==> src/rtl/spoofer_pkg.sv <==
// rtl/spoofer_pkg.sv - shared types and constants for the spoofer core
package spoofer_pkg;

    localparam int SPOOFER_DATA_WIDTH = 32;

    typedef enum logic [2:0] {
        IDLE,
        LOAD,
        PRESENT,
        REQ,
        SETTLE
    } spoofer_src_state_t;

endpackage

==> src/rtl/spoofer_delay_timer.sv <==
// rtl/spoofer_delay_timer.sv - loadable down-counter, done while count is zero
module spoofer_delay_timer #(
    parameter int WIDTH = 16
) (
    input  logic             clk,
    input  logic             rst,
    input  logic             load,
    input  logic [WIDTH-1:0] load_value,
    output logic             done
);

    logic [WIDTH-1:0] count;

    always_ff @(posedge clk) begin
        if (rst) begin
            count <= '0;
        end else if (load) begin
            count <= load_value;
        end else if (count != '0) begin
            count <= count - WIDTH'(1);
        end
    end

    assign done = (count == '0);

endmodule

==> src/rtl/spoofer_avst_source.sv <==
// rtl/spoofer_avst_source.sv - samples the counter and streams it as packetised AVST beats
module spoofer_avst_source
    import spoofer_pkg::*;
#(
    parameter int DATA_WIDTH    = SPOOFER_DATA_WIDTH,
    parameter int PACKET_LEN    = 4,
    parameter int REQ_CYCLES    = 2,
    parameter int SETTLE_CYCLES = 3,
    parameter int PKT_CNT_WIDTH = 16
) (
    input  logic                     clk,
    input  logic                     rst,
    input  logic                     enable,
    input  logic [DATA_WIDTH-1:0]    count_in,
    output logic                     read_signal,
    output logic [DATA_WIDTH-1:0]    aso_data,
    output logic                     aso_valid,
    input  logic                     aso_ready,
    output logic                     aso_startofpacket,
    output logic                     aso_endofpacket,
    output logic [PKT_CNT_WIDTH-1:0] pkt_count,
    output logic                     busy
);

    localparam int IDX_W = (PACKET_LEN > 1) ? $clog2(PACKET_LEN) : 1;
    localparam int TMR_W = 16;
    localparam logic [IDX_W-1:0] LAST_IDX = IDX_W'(PACKET_LEN - 1);

    if (PACKET_LEN < 1) begin : g_bad_packet_len
        $error("PACKET_LEN must be at least 1");
    end
    if (REQ_CYCLES < 1) begin : g_bad_req_cycles
        $error("REQ_CYCLES must be at least 1");
    end
    if (SETTLE_CYCLES < 2) begin : g_bad_settle_cycles
        $error("SETTLE_CYCLES must be at least 2");
    end

    spoofer_src_state_t state, state_d;

    logic [IDX_W-1:0]         idx, idx_d;
    logic [DATA_WIDTH-1:0]    data_d;
    logic                     valid_d, sop_d, eop_d, read_d, busy_d;
    logic [PKT_CNT_WIDTH-1:0] pkt_d;
    logic                     tmr_load, tmr_done;
    logic [TMR_W-1:0]         tmr_value;

    // Timers are loaded with N-1 so the state lasts exactly N cycles.
    spoofer_delay_timer #(
        .WIDTH(TMR_W)
    ) u_timer (
        .clk       (clk),
        .rst       (rst),
        .load      (tmr_load),
        .load_value(tmr_value),
        .done      (tmr_done)
    );

    always_comb begin
        state_d   = state;
        idx_d     = idx;
        data_d    = aso_data;
        valid_d   = aso_valid;
        sop_d     = aso_startofpacket;
        eop_d     = aso_endofpacket;
        read_d    = read_signal;
        pkt_d     = pkt_count;
        tmr_load  = 1'b0;
        tmr_value = '0;

        case (state)
            IDLE: begin
                if (enable) begin
                    state_d = LOAD;
                end
            end
            LOAD: begin
                data_d  = count_in;
                sop_d   = (idx == '0);
                eop_d   = (idx == LAST_IDX);
                valid_d = 1'b1;
                state_d = PRESENT;
            end
            PRESENT: begin
                if (aso_ready) begin
                    valid_d   = 1'b0;
                    read_d    = 1'b1;
                    idx_d     = (idx == LAST_IDX) ? '0 : idx + IDX_W'(1);
                    if (aso_endofpacket) begin
                        pkt_d = pkt_count + PKT_CNT_WIDTH'(1);
                    end
                    tmr_load  = 1'b1;
                    tmr_value = TMR_W'(REQ_CYCLES - 1);
                    state_d   = REQ;
                end
            end
            REQ: begin
                if (tmr_done) begin
                    read_d    = 1'b0;
                    tmr_load  = 1'b1;
                    tmr_value = TMR_W'(SETTLE_CYCLES - 1);
                    state_d   = SETTLE;
                end
            end
            SETTLE: begin
                // A started packet always runs to eop; enable only gates packet starts.
                if (tmr_done) begin
                    state_d = ((idx != '0) || enable) ? LOAD : IDLE;
                end
            end
            default: begin
                state_d = IDLE;
            end
        endcase

        busy_d = (state_d != IDLE);
    end

    always_ff @(posedge clk) begin
        if (rst) begin
            state             <= IDLE;
            idx               <= '0;
            aso_data          <= '0;
            aso_valid         <= 1'b0;
            aso_startofpacket <= 1'b0;
            aso_endofpacket   <= 1'b0;
            read_signal       <= 1'b0;
            pkt_count         <= '0;
            busy              <= 1'b0;
        end else begin
            state             <= state_d;
            idx               <= idx_d;
            aso_data          <= data_d;
            aso_valid         <= valid_d;
            aso_startofpacket <= sop_d;
            aso_endofpacket   <= eop_d;
            read_signal       <= read_d;
            pkt_count         <= pkt_d;
            busy              <= busy_d;
        end
    end

endmodule

==> config.mk <==
export PLATFORM = sky130hd
export DESIGN_NAME = spoofer_avst_source
export DESIGN_NICKNAME = d
export VERILOG_FILES = /design/src/rtl/spoofer_pkg.sv /design/src/rtl/spoofer_delay_timer.sv /design/src/rtl/spoofer_avst_source.sv
export SDC_FILE = /design/constraint.sdc
export NUM_CORES = 1
export LEC_CHECK = 0
export ABC_AREA = 1
export CORE_MARGIN = 3
export CORE_UTILIZATION = 40
export CTS_BUF_LIST = sky130_fd_sc_hd__clkbuf_2
export DETAILED_ROUTE_END_ITERATION = 6
export PLACE_DENSITY = 0.68
export SLEW_MARGIN = 20
export SYNTH_ARGS = -nofsm -noshare
export SYNTH_HDL_FRONTEND = slang
export SYNTH_SLANG_ARGS = --single-unit
==> constraint.sdc <==
create_clock -name clk -period 3.95 [get_ports clk]
set_input_delay 0.5925 -clock clk [delete_from_list [all_inputs] [get_ports clk]]
set_output_delay 0.5925 -clock clk [all_outputs]
set_load 0.03 [all_outputs]
==> results.tsv <==
metric	value	unit
fin_cells	674	
r2r_end	busy	
synth-seq-cells	74	
intPower	1380	uW
crit_path_max_incr_delay	0.70	ns
place_congestion	0.903	
synthTopCellsByCount	77 x inv_1, 74 x dfxtp_1, 74 x nand2_1, 57 x nor2_1, 52 x a21oi_1	
start_util	0.414	
worst-setup-path-type	reg2out	
numCtsBuffers	9	
row_count	33	
drc	0	
overflow	0	
worstHoldPathCells	2	
clock_power_share	0.139	
yosysSeqAreaShare	0.431	
period_needed	2.26	ns
finalCritPeriodShare	0.573	
critPathMaxFanout	5	
startpoint_type	register	
cap_violations	0	
grt_first_pass_wirelength	13600	um
syn-cell-area	0.00344	mm2
fillCellCount	839	
via_count	3182	
core_area	0.00830	mm2
cp.depth	1	
clk_pin_slew	0.21	ns
cts_tree	yes	
rsz0062_at_grt	false	
syn_area_per_cell	7.19	um2
dr.pass1.iters	5	
place_inst	658	
diodes	0	
antenna_found_initial	0	
hold_class	reg2reg	
p_seq_frac	0.393	
cts-root-buf	clkbuf_2	
clock_latency	0.50	ns
cp_slowest_cell	clkdlybuf4s50_1	
wl_per_cell	12.0	um
ant_nets	0	
power.switching	1110	uW
grt_pass1_vias	3044	
cp_top_family	buffers and inverters	
hpwl	5980	um
status	completed	
clockBufferDepth	2	
grt_max_degree	60	
ys.flop_type	dfxtp_1	
max_slew_margin	0.391	
final-max-slew-violation-count	0	
hp-start	aso_data[11]	
p_comb_frac	0.468	
setup.worst_path.end_class	primary output	
setup_viol	0	
power	2490	uW
finalWirelength	8110	um
critPathArrivalTime	1.67	ns
fin_nets	604	
h-tree-depth	3	
power-per-cell-area	558	mW/mm2
critPathLaunch	pkt_count[6]	
ys_warn_count	0	
min_to	aso_data[11]	
netlist.area_leader.share	0.431	
async_flop_share	0	
setup_ws	1.69	ns
die_y	98.7	um
reg2regPathDepth	8	
ctsResizeCount	0	
synth_fp_nets	518	
ys_top_cells_by_area	dfxtp_1 43%, inv_1 8.4%, nand2_1 8.1%	
synth-edff-count	0	
reg2reg_slack	1.89	ns
dieArea	0.00974	mm2
path_cells	clkdlybuf4s50_1	
worst_slew_pin_slew	0.912	ns
required	3.36	ns
final_util	0.538	
layout-drive-gt1-share	0.0914	
multi_input_comb_area	0.00156	mm2
crit_buf_inv	1	
cts_sinks	74	
leakage	0.00179	uW
io_buffers	88	
synth.most_common_cell	inv_1	
ir_worst_vdd	0.000194	V
place_ws	1.67	ns
seq_area	0.00148	mm2
areaGrowthSynthToFinish	30.0	%
drtIter0Drc	118	
viasPerCell	4.72	
final.setup.tns	0	ns
final_hold_viol_count	0	
ctsHoldBuffers	0	
crit-reg2reg-launch	state[2]	
synth_cell_types	29	
netSwitchingFraction	0.444	
syn_inst	478	
clock_skew	0.0207	ns
pin_count	89	
post-synth-top-area-cell	dfxtp_1	
fmax	442	MHz
die_w	98.7	um
grtUsageTotal	0.170	
post_cts_buffers	0	
==> worst max path at each step <==
| stage | endpoint | slack (ns) |
|---|---|---|
| finish | pkt_count[6] | 1.69 |
| global route | pkt_count[7] | 1.53 |
| CTS | pkt_count[7] | 1.63 |
| detailed placement | aso_data[21] | 1.67 |
| global placement | aso_data[1] | 1.70 |
| floorplan | pkt_count[14] | 2.42 |
==> metal layers <==
metal / part of all wire / vias up / track usage
li1: - / 1691 / -
met1: 0.46 / 1410 / 0.212
met2: 0.49 / 65 / 0.286
met3: 0.034 / 16 / 0.0361
met4: 0.021 / 0 / 0.0725
met5: 0 / - / 0
==> layout by cell type, fill, tap and decap left out, types with 2 or more instances in the layout <==
master            n
dfxtp_1          74
clkdlybuf4s50_1  88
o21ai_1           2
nor2_1           57
inv_2             5
nand2_1          74
a21oi_1          52
xor2_1            6
o21ai_0          40
clkbuf_2          9
nand2_2           4
nand2_4           2
clkinv_2          2
clkinvlp_4        2
clkinv_1          3
nor3_1            6
inv_1            77
buf_4             3
nand3_2           4
nand3_1          21
nor2_4            7
nand4_1          11
nor2_2            9
ha_1              4
==> cell families (layout without fill, tap and decap cells) <==
kind of cell | Yosys count | after routing | synth area share
adders and majority gates | 4 | 4 | 0.0146
and+or+nand+nor | 198 | 198 | 0.279
DFF | 74 | 74 | 0.431
xor gates and xnor gates | 6 | 6 | 0.0153
buffers and inverters | 98 | 189 | 0.114
AOI/OAI and AO/OA | 98 | 98 | 0.146
==> layout make-up <==
type | instances | area share
Timing Repair Buffer | 91 | 0.202
Multi-Input combinational cell | 306 | 0.350
Sequential cell | 74 | 0.332
Inverter | 82 | 0.0689
Tap cell | 105 | 0.0294
Clock inverter | 7 | 0.00812
Clock buffer | 9 | 0.0101
==> worst register-to-register path: cells and delay by family, from the launching register on <==
family / cells / cell delay [ns]
AND/OR/NAND/NOR: 5 / 0.99
buffers and inverters: 3 / 0.63
flip-flops: 1 / 0.41
==> registers in the layout, indices dropped and copies added (netlist names) <==
name               flops
aso_data              32
pkt_count             16
u_timer.count         16
state                  3
idx                    2
aso_endofpacket        1
aso_startofpacket      1
aso_valid              1
busy                   1
read_signal            1
==> power groups by stage <==
| stage | Clock (uW) | Sequential (uW) | Combinational (uW) |
|---|---|---|---|
| after global routing | 396 | 999 | 1310 |
| after floorplan | 0 | 1090 | 770 |
| final | 346 | 978 | 1170 |
| after detailed placement | 0 | 994 | 1170 |
| after global placement | 0 | 993 | 1140 |
| after CTS | 359 | 979 | 1170 |
==> per-stage QoR <==
step | instance area, um2 | hold slack [ns]
after floorplan | 3440 | 0.452
after global placement | 4390 | 0.431
after detailed placement | 4390 | 0.435
after CTS | 4470 | 0.458
after global routing | 4470 | 0.477
final | 4470 | 0.455
Power figures use the tool's default switching activity.
